--- config.mk ---
export PLATFORM = sky130hd
export DESIGN_NAME = tdm_demux16
export DESIGN_NICKNAME = d
export VERILOG_FILES = /design/src/rtl/tdm_demux_pkg.sv /design/src/rtl/tdm_demux16_dec.sv /design/src/rtl/tdm_demux16.sv
export SDC_FILE = /design/constraint.sdc
export NUM_CORES = 1
export LEC_CHECK = 0
export ABC_AREA = 1
export CAP_MARGIN = 40
export CORE_ASPECT_RATIO = 1.4
export CORE_MARGIN = 3
export CORE_UTILIZATION = 46
export DETAILED_ROUTE_END_ITERATION = 12
export MAX_ROUTING_LAYER = met4
export PLACE_DENSITY = 0.87
export SYNTH_ARGS = -nofsm -noshare
export SYNTH_HDL_FRONTEND = slang
export SYNTH_SLANG_ARGS = --single-unit
--- constraint.sdc ---
create_clock -name clk -period 3.6 [get_ports clk]
set_input_delay 0.36 -clock clk [delete_from_list [all_inputs] [get_ports clk]]
set_output_delay 0.36 -clock clk [all_outputs]
set_load 0.1 [all_outputs]
--- src/rtl/tdm_demux_pkg.sv ---
// Shared definitions for the TDM demultiplexer and its 16:1 mux counterpart:
// FSM encoding, channel count and slot-address width.
package tdm_demux_pkg;

    localparam int unsigned NCH     = 16;
    localparam int unsigned SLOT_AW = 4;

    // 2'd3 is unused and treated as illegal: the FSM recovers to IDLE from it
    typedef enum logic [1:0] {
        IDLE = 2'd0,
        FILL = 2'd1,
        DONE = 2'd2
    } state_t;

endpackage

--- src/rtl/tdm_demux16_dec.sv ---
// 4->16 one-hot decoder with enable, built as two 2->4 stages whose outputs
// are ANDed pairwise (mirror of the 16:1 mux tree).
module dec4to16
    import tdm_demux_pkg::*;
(
    input  logic [SLOT_AW-1:0] addr,
    input  logic               en,
    output logic [NCH-1:0]     onehot
);

    logic [3:0] hi;
    logic [3:0] lo;

    always_comb begin
        hi = '0;
        lo = '0;
        onehot = '0;
        hi[addr[3:2]] = en;
        lo[addr[1:0]] = 1'b1;
        for (int unsigned i = 0; i < 4; i++) begin
            for (int unsigned j = 0; j < 4; j++) begin
                onehot[i*4 + j] = hi[i] & lo[j];
            end
        end
    end

endmodule

--- src/rtl/tdm_demux16.sv ---
// Time-division 1-to-16 demultiplexer: addressed single-slot writes in IDLE,
// in-order frame fill of slots 0..15 followed by a one-cycle frame_valid pulse.
module tdm_demux16
    import tdm_demux_pkg::*;
#(
    parameter int WIDTH = 1
) (
    input  logic                 clk,
    input  logic                 resetn,
    input  logic [WIDTH-1:0]     din,
    input  logic                 din_valid,
    input  logic [SLOT_AW-1:0]   s,
    input  logic                 start,
    output logic [NCH*WIDTH-1:0] w,
    output logic [NCH-1:0]       wr_onehot,
    output logic                 busy,
    output logic                 frame_valid
);

    state_t             state_q, state_d;
    logic [SLOT_AW-1:0] ptr_q, ptr_d;
    logic [SLOT_AW-1:0] dec_addr;
    logic               dec_en;
    logic [NCH-1:0]     slot_we;

    dec4to16 u_dec (
        .addr   (dec_addr),
        .en     (dec_en),
        .onehot (slot_we)
    );

    // start always wins over a coincident beat, in both IDLE and FILL
    always_comb begin
        state_d  = state_q;
        ptr_d    = ptr_q;
        dec_addr = s;
        dec_en   = 1'b0;
        case (state_q)
            IDLE: begin
                if (start) begin
                    state_d = FILL;
                    ptr_d   = '0;
                end else if (din_valid) begin
                    dec_en = 1'b1;
                end
            end
            FILL: begin
                dec_addr = ptr_q;
                if (start) begin
                    ptr_d = '0;
                end else if (din_valid) begin
                    dec_en = 1'b1;
                    ptr_d  = ptr_q + 1'b1;
                    if (ptr_q == '1) begin
                        state_d = DONE;
                    end
                end
            end
            DONE: begin
                state_d = IDLE;
            end
            default: begin
                state_d = IDLE;
                ptr_d   = '0;
            end
        endcase
    end

    always_ff @(posedge clk or negedge resetn) begin
        if (!resetn) begin
            state_q     <= IDLE;
            ptr_q       <= '0;
            wr_onehot   <= '0;
            busy        <= 1'b0;
            frame_valid <= 1'b0;
        end else begin
            state_q     <= state_d;
            ptr_q       <= ptr_d;
            wr_onehot   <= slot_we;
            busy        <= (state_d == FILL) || (state_d == DONE);
            frame_valid <= (state_d == DONE);
        end
    end

    always_ff @(posedge clk or negedge resetn) begin
        if (!resetn) begin
            w <= '0;
        end else begin
            for (int unsigned k = 0; k < NCH; k++) begin
                if (slot_we[k]) begin
                    w[k*WIDTH +: WIDTH] <= din;
                end
            end
        end
    end

endmodule

Yosys cells after proc, flatten, opt, wreduce, memory -nomap -nowiden --
Index checks and enable logic that the tools add are counted.
Storage, ports and cells: output and inout bits 34, logic and storage cells 74, bits in registers 40
Operators by class: bitwise logic cells 18, reduce and logical (&&, ||, !) cells 6, order comparisons 4, $add $sub $neg 1, mux-type cells 17, equality and inequality tests 7
Operators with widths (count):
- $and 1x1->1 | 16
- $mux 4 | 4
- $pmux 4 s3 | 1
- $mux 2 | 4
- $lt 2x3->1 const B | 2
- $mux 1 | 5
- $add 4x1->4 const B | 1
- $and 4x4->4 | 1
- $demux 1 s2 | 2
- $eq 2x1->1 const B | 2
- $eq 2x2->1 const B | 2
- $eq 4x4->1 const B | 1
- $ge 2x1->1 const B | 2
- $pmux 2 s2 | 1
- $ne 3x3->1 const B | 1
- $reduce_and 3->1 | 1
- $logic_and 1x1->1 | 2
- $logic_not 2->1 | 1
- $ne 2x2->1 const B | 1
- $reduce_or 2->1 | 1
- $logic_or 1x1->1 | 1
- $not 1->1 | 1

Longest topological paths before layout --
Gate-level depths: netlist (run 1).
depth after elaboration 8, mapped depth 9, gate-level depth less buffers 9

Modules after synthesis --
A second synthesis (run 1) with hierarchy kept.
Second synthesis, totals: cell total of the unflattened synthesis 135, area, all modules 1540.2 µm²
By module, submodules not included:
- tdm_demux16 | area an instance 1427.6 µm², instances 1, cells an instance 106, sequential area each 1001.0 µm²
- dec4to16 | area an instance 112.6 µm², instances 1, cells an instance 29, sequential area each 0.0 µm²

Worst setup path before layout (run 1) --
Ideal clock, no wire load.
path type in2reg, start point input port start, end point register w[0], data arrival time 1.215 ns, stages 8, setup slack 2.263 ns, path through inv_2 > nand2_1 > nor2_1 > nand3_4 > nor2_4 > nand2_1 > nand2_1 > nand2_1
On the way: cells in the longest elaborated chain, start to end 4
Ends and longest elaborated chain:
- start: declaration | RTL line tdm_demux16.sv:13 | input logic start,
- $mux 1 | RTL line tdm_demux16.sv:40 | if (start) begin
- $mux 1
- $and 4x4->4 (no line)
- $and 1x1->1 | RTL line tdm_demux16_dec.sv:22 | onehot[i*4 + j] = hi[i] & lo[j];
- end signal: indexed assignment | RTL line tdm_demux16.sv:91 | w[k*WIDTH +: WIDTH] <= din;
- end: declaration | RTL line tdm_demux16.sv:14 | output logic [NCH*WIDTH-1:0] w,
No other way between the ends. A chain may end at the register's enable or synchronous reset.

Final worst setup path (run 1) --
start point register w[4], end point output port w[4]
No word-level cell between the ends.

==> results of run 1 <==
-- cells by family (layout without fill, tap and decap cells) --
kind of cell,Yosys count,in the layout
xor gates and xnor gates,1,1
adders and majority gates,2,2
DFF,40,40
and+or+nand+nor,100,100
buffers and inverters,33,116
AOI/OAI and AO/OA,12,12
-- per-layer routing --
layer  global-route usage  wire [um]
met1                0.215       1370
met2                0.365       2280
met4                0.111        116
met5                    -          0
met3               0.0444        146
-- cells in the final DEF, fill, tap and decap left out, drive strengths merged --
master | synthesis | final
nand3 | 23 | 23
dlygate4sd3 | 0 | 1
o22ai | 2 | 2
a21oi | 2 | 2
clkinv | 0 | 2
nor2 | 11 | 11
xor2 | 1 | 1
dfrtp | 40 | 40
buf | 2 | 36
ha | 2 | 2
nand2 | 66 | 66
o21ai | 8 | 8
clkdlybuf4s50 | 0 | 41
inv | 30 | 30
clkbuf | 1 | 6
-- layout make-up --
type | count | area, um^2
Multi-Input combinational cell | 115 | 601
Inverter | 30 | 113
Sequential cell | 40 | 1000
Fill cell | 220 | 683
Tap cell | 40 | 50.0
Clock inverter | 2 | 10.0
Timing Repair Buffer | 78 | 963
Clock buffer | 6 | 82.6
-- worst max-delay path, cell delays in order (launching register included) --
cell and delay [ns]:
dfrtp_1 0.37, clkdlybuf4s50_1 0.53, buf_8 0.21
-- per-stage QoR --
stage | util | setup WS [ns] | std cells | hold WS, ns | instance area, um^2
floorplan | - | 2.26 | 188 | 0.0644 | 1730
global placement | 0.622 | 1.71 | 267 | 0.457 | 2180
detailed placement | 0.776 | 1.64 | 302 | 0.318 | 2720
CTS | 0.805 | 1.82 | 311 | 0.486 | 2820
global route | 0.805 | 1.77 | 311 | 0.502 | 2820
finish | 0.805 | 1.83 | 311 | 0.477 | 2820
-- sequential cells by signal (all words and copies together), names as in the netlist --
name         cells
wr_onehot       16
frame_valid      1
state_q          2
busy             1
ptr_q            4
w               16
-- power by group --
group          internal, mW  switching, mW  leakage, nW
registers             0.497         0.0314        0.537
clock network         0.153          0.158       0.0510
logic                 0.238          0.471        0.890
-- worst paths after layout --
check | from | to | slack [ns]
max | w[4]$_DFFE_PN0P_ | w[4] | 1.83
min | w[9]$_DFFE_PN0P_ | w[9]$_DFFE_PN0P_ | 0.48
max reg2reg | state_q[1]$_DFF_PN0_ | w[0]$_DFFE_PN0P_ | 1.98
min reg2reg | w[9]$_DFFE_PN0P_ | w[9]$_DFFE_PN0P_ | 0.48
max in group asynchronous | resetn | wr_onehot[13]$_DFF_PN0_ | 2.62
min in group asynchronous | resetn | ptr_q[1]$_DFFE_PN0P_ | 0.53
==> flow_summary.toml, run 1 <==
[status]
status = "finished clean"

[clock_tree]
htreeDepth = 2
post_cts_buffers = 0
cts_hold_buffers = 1
cts_buffers = 5
cts_resized = 0
cts_buffer_depth = 2
cts_tree = "built"
clock-sinks = 40
cts.clk_slew.worst_paths_ns = 0.08
clock_latency_ns = 0.29
cts-root-buf = "clkbuf_8"

[setup_path]
crit_path_max_fanout = 2
worstPathRequired_ns = 3.24
critical_path_class = "flip-flop to primary output"
endpoint_kind = "primary output"
cp-start-kind = "flip-flop"
worstPathArrival_ns = 1.41
reg2reg_depth = 8

[timing]
tns_ns = 0
timing.fmax_mhz = 566
final_hold_viol_count = 0
slew_viol_final = 0
finalCritPeriodShare = 0.490
relSlewSlack = 0.623
rsz0062_at_grt = "false"
period_minus_slack_ns = 1.77
setup_violations = 0
clock_skew_ns = 0.00586
worst_pin_slew_ns = 0.564

[synth]
synth_top_cell_area_share = 0.578
synth-seq-cells = 40
yosys.cell_count.top_type = "nand2_1"
ys.flop_type = "dfrtp_1"
synthCells = 188
yosysWarnings = 0
synthesis.nets = 199
synth_simple_gate_area_frac = 0.282
synth_edf_count = 0
synthTopCellsByArea = "dfrtp_1, nand2_1, inv_1, nand3_1, nor2_4"
synth_area_um2 = 1730
syn_area_per_cell_um2 = 9.22
synth_fa_ha_area_frac = 0.0144
synthMuxAreaShare = 0
synth_cell_types = 20
yosys.area.top_type = "dfrtp_1"
synth_top_family_by_area = "simple AND/OR/NAND/NOR gates"
yosys.area_share.xor_xnor = 0.00505
synth_common_cells = "nand2_1, dfrtp_1, inv_1"
seq_area_frac_synth = 0.578
synth_compound_area_frac = 0.0448
synthArstFlopShare = 1.00

[run]
maxCapViolCount = 0

[floorplanning]
fp.dieH_um = 78.6
die_area_um2 = 4550
io_pins = 43
fp-row-count = 25
start_util = 0.495
die-width_um = 57.9
coreArea_um2 = 3500

[cells_and_area]
final_nets = 281
diodes = 0
drive_above_1_share = 0.236
area_growth_syn_to_layout_pct = 62.7

[routing]
wire_per_inst_um = 12.6
finalWirelength_um = 3910
num_vias = 1502
drt_iter0_drc = 45
viasPerCell = 4.83
drt_pass1_iterations = 4
antenna_left = 0
drc = 0

[power_and_ir_drop]
power.density_nw_per_um2 = 549
power_mw = 1.55
p_leak_nw = 1.48
ir_worst_vdd_mv = 0.523

[global_route]
grt_pass1_vias = 1583
antenna_found_initial = 0
grt.overflow.total = 0
grt_pass1_wl_um = 6970
grt_usage = 0.209
grt_max_degree = 25

[hold_path]
hold_class = "flip-flop to flip-flop"
worstHoldPathCells = 2

[placement]
gp_congestion = 0.755
port_buffers = 42
place_hpwl_um = 3160
No activity file was read; power rests on OpenSTA's default activity.
==> run 2, diff against run 1 <==
Clock period 3.6 ns to 1.8 ns, I/O delays scaled along.
==> flow_summary.toml, run 2 (synthesis results as in run 1) <==
[status]
status = "finished clean"

[clock_tree]
htreeDepth = 2
clock-sinks = 40
cts-root-buf = "clkbuf_8"
post_cts_buffers = 0
cts_buffers = 5
clock_latency_ns = 0.29
cts.clk_slew.worst_paths_ns = 0.07
cts_tree = "built"
cts_buffer_depth = 2

[timing]
slew_viol_final = 0
worst_pin_slew_ns = 0.570
rsz0062_at_grt = "false"
tns_ns = 0
timing.fmax_mhz = 641
clock_skew_ns = 0.00576
final_hold_viol_count = 0
setup_ws_ns = 0.241
finalCritPeriodShare = 0.866
period_minus_slack_ns = 1.56
setup_violations = 0
relSlewSlack = 0.619

[setup_path]
critical_path_class = "flip-flop to flip-flop"
worstPathArrival_ns = 1.74
reg2reg_depth = 9
reg2reg_to = "w[5]$_DFFE_PN0P_"
endpoint_kind = "flip-flop"
cp-start-kind = "flip-flop"
crit_path_max_fanout = 12
worstPathRequired_ns = 1.98
r2r_start = "state_q[1]$_DFF_PN0_"
r2r_slack_ns = 0.24

[routing]
viasPerCell = 4.75
antenna_left = 0
drc = 0
wire_per_inst_um = 11.8
drt_iter0_drc = 39
finalWirelength_um = 3300
drt_pass1_iterations = 4
num_vias = 1324

[placement]
gp_congestion = 0.772
port_buffers = 42
place_area_um2 = 2120
post-place-ws_ns = 0.189
place_hpwl_um = 2550

[cells_and_area]
final_nets = 249
final_cell_mix = "nand2_1, dfrtp_1, buf_4"
layout_commonest_cell = "nand2_1"
area_growth_syn_to_layout_pct = 29.2
diodes = 0
design_area_um2 = 2240
drive_above_1_share = 0.272
n_fill_cell = 326
top_regs = "w: 16 flops, wr_onehot: 16 flops, ptr_q: 4 flops"

[floorplanning]
die-width_um = 57.9
start_util = 0.495
fp.dieH_um = 78.6
fp-row-count = 25
coreArea_um2 = 3500
io_pins = 43
die_area_um2 = 4550

[hold_path]
hold_class = "input port to async pin"

[run]
maxCapViolCount = 0

[power_and_ir_drop]
power_mw = 2.84
ir_worst_vdd_mv = 0.717
power.density_nw_per_um2 = 1270
p_leak_nw = 1.30

[global_route]
grt_pass1_vias = 1375
grt_max_degree = 41
grt.overflow.total = 0
antenna_found_initial = 0
grt_usage = 0.179
grt_pass1_wl_um = 5950
run 2: changes by cell type in the layout (fill, tap and decap cells not counted), sizes merged:
cell	previous run	this run
buf	36	38
clkinv	2	1
clkdlybuf4s50	41	7
bufinv	0	1
run 2: worst max path at each step:
stage,depth (start not counted),to,startpoint
after floorplan,7,busy$_DFF_PN0_,ptr_q[0]$_DFFE_PN0P_
after global placement,10,w[4]$_DFFE_PN0P_,start
after detailed placement,10,w[5]$_DFFE_PN0P_,start
after CTS,9,w[4]$_DFFE_PN0P_,state_q[1]$_DFF_PN0_
after global routing,9,w[5]$_DFFE_PN0P_,state_q[1]$_DFF_PN0_
final,9,w[5]$_DFFE_PN0P_,state_q[1]$_DFF_PN0_
run 2: critical path, stage by stage, from the launching register on:
cell and delay [ns]:
dfrtp_1 0.41, inv_2 0.09, nand2_2 0.17, buf_4 0.21
nand2_1 0.06, o21ai_2 0.09, nor2_4 0.21, nand2_1 0.09
nand2_1 0.06, nand2_1 0.05
run 2: stage by stage:
step           hold slack (ns)  instances  utilization
6_report                 0.465        279        0.639
5_1_grt                  0.499        279        0.639
4_1_cts                  0.479        279        0.638
3_5_place_dp             0.268        270        0.604
3_3_place_gp             0.259        270        0.604
2_1_floorplan           -0.116        188            -
run 2: per-layer routing:
metal	part of all wire	vias to the layer above	GRT usage
met5	0	-	-
met4	0.020	0	0.0789
li1	-	672	-
met2	0.55	30	0.318
met1	0.39	616	0.180
met3	0.044	6	0.0461
run 2: repair_timing:
action                                  CTS  global route
endpoints found under the setup margin    0             1
hold buffers                              1             0
hold endpoints to repair                 40             0
gates resized for setup                   0             1
run 2: final cells by class:
type	count	area, um^2	area share
tap	40	50.0	0.0223
timing repair buffer	46	363	0.162
inverter	30	113	0.0503
multi-input combinational	115	606	0.270
clock inverter	2	35.0	0.0156
sequential	40	1000	0.447
clock buffer	6	72.6	0.0324
run 2: report_power, final:
part           switching (mW)  total [mW]  leakage [nW]  internal (mW)
clock                   0.293       0.704        0.0552          0.411
combinational           0.878        1.08         0.710          0.202
sequential             0.0634        1.06         0.537          0.995
==> run 3, diff against run 2 <==
Settings changed: PLACE_DENSITY 0.87 to not set, PLACE_DENSITY_LB_ADDON set to 0.15.
==> flow_summary.toml, run 3 (synthesis results as in run 1) <==
[global_route]
grt_usage = 0.175
antenna_found_initial = 0
grt_max_degree = 41
grt.overflow.total = 0
grt_pass1_wl_um = 5910
grt_pass1_vias = 1356

[cells_and_area]
diodes = 0
design_area_um2 = 2230
final_cell_mix = "nand2_1, dfrtp_1, buf_4"
multi_input_comb_area_um2 = 601
fin_util = 0.636
area_growth_syn_to_layout_pct = 28.5
top_regs = "w: 16 flops, wr_onehot: 16 flops, ptr_q: 4 flops"
final_nets = 248
drive_above_1_share = 0.269
layout_commonest_cell = "nand2_1"
n_fill_cell = 307
regArea_um2 = 1000

[timing]
relSlewSlack = 0.610
final_hold_viol_count = 0
setup_ws_ns = 0.215
period_minus_slack_ns = 1.59
slew_viol_final = 0
clock_skew_ns = 0.00763
tns_ns = 0
timing.fmax_mhz = 631
finalCritPeriodShare = 0.881
rsz0062_at_grt = "false"
setup_violations = 0
whs_ns = 0.460
worst_pin_slew_ns = 0.583

[clock_tree]
cts-root-buf = "clkbuf_8"
clock-sinks = 40
htreeDepth = 2
cts_tree = "built"
post_cts_buffers = 0
cts_buffer_depth = 2
cts.clk_slew.worst_paths_ns = 0.08
cts_buffers = 5
clock_latency_ns = 0.29

[power_and_ir_drop]
ir_worst_vdd_mv = 0.670
power.density_nw_per_um2 = 1270
p_leak_nw = 1.30

[floorplanning]
coreArea_um2 = 3500
io_pins = 43
fp.dieH_um = 78.6
start_util = 0.495
die_area_um2 = 4550
die-width_um = 57.9
fp-row-count = 25

[routing]
wire_per_inst_um = 12.1
antenna_left = 0
drt_pass1_iterations = 4
num_vias = 1345
finalWirelength_um = 3380
drc = 0
drt_iter0_drc = 42
viasPerCell = 4.84

[setup_path]
r2r_slack_ns = 0.21
reg2reg_to = "w[2]$_DFFE_PN0P_"
worstPathRequired_ns = 1.98
critical_path_class = "flip-flop to flip-flop"
r2r_start = "state_q[0]$_DFF_PN0_"
crit_path_max_fanout = 15
cp-start-kind = "flip-flop"
worstPathArrival_ns = 1.76
reg2reg_depth = 8
endpoint_kind = "flip-flop"

[hold_path]
hold_class = "input port to async pin"

[run]
maxCapViolCount = 0

[placement]
port_buffers = 42
place_hpwl_um = 2530
gp_congestion = 0.802
post-place-ws_ns = 0.152
place_area_um2 = 2110

[status]
status = "finished clean"
[run 3: repair_timing]
| item | in CTS | in global routing |
|---|---|---|
| hold buffers | 1 | 0 |
| endpoints found under the hold margin | 40 | 0 |
| resized for setup | 0 | 0 |
[run 3: layer usage]
metal	up-vias	track usage	share of wire
met4	0	0.0766	0.022
met1	632	0.169	0.39
met2	32	0.317	0.54
met5	-	-	0
li1	676	-	-
met3	5	0.0477	0.051
[run 3: critical path, cell delays in order (launching register included)]
cell	delay [ns]
dfrtp_1	0.42
nand2_2	0.27
inv_1	0.13
nand2_1	0.10
nand2_2	0.09
nor2_4	0.23
nand2_1	0.11
nand2_1	0.07
nand2_1	0.05
[run 3: area by class of cell]
class                           count  share of cell area
Clock buffer                        6              0.0326
Clock inverter                      2              0.0157
Inverter                           30              0.0506
Multi-Input combinational cell    115               0.270
Sequential cell                    40               0.449
Tap cell                           40              0.0225
Timing Repair Buffer               45               0.160
[run 3: power breakdown]
| group | internal (mW) | switching [mW] | leakage [nW] |
|---|---|---|---|
| clock network | 0.411 | 0.295 | 0.0552 |
| logic | 0.198 | 0.876 | 0.703 |
| registers | 0.995 | 0.0606 | 0.537 |
| total | 1.60 | 1.23 | 1.30 |
[run 3: per-stage QoR]
stage,power (mW),cells
finish,2.84,278
global route,2.96,278
CTS,2.87,278
detailed placement,2.15,269
global placement,2.14,269
floorplan,1.91,188
[run 3: worst max path at each step]
stage / from / endpoint / slack [ns] / depth (start not counted)
floorplan: ptr_q[0]$_DFFE_PN0P_ / busy$_DFF_PN0_ / 0.48 / 7
global placement: start / w[2]$_DFFE_PN0P_ / 0.18 / 10
detailed placement: start / w[2]$_DFFE_PN0P_ / 0.15 / 10
CTS: state_q[1]$_DFF_PN0_ / w[0]$_DFFE_PN0P_ / 0.21 / 8
global route: state_q[1]$_DFF_PN0_ / w[14]$_DFFE_PN0P_ / 0.05 / 8
finish: state_q[0]$_DFF_PN0_ / w[2]$_DFFE_PN0P_ / 0.21 / 8
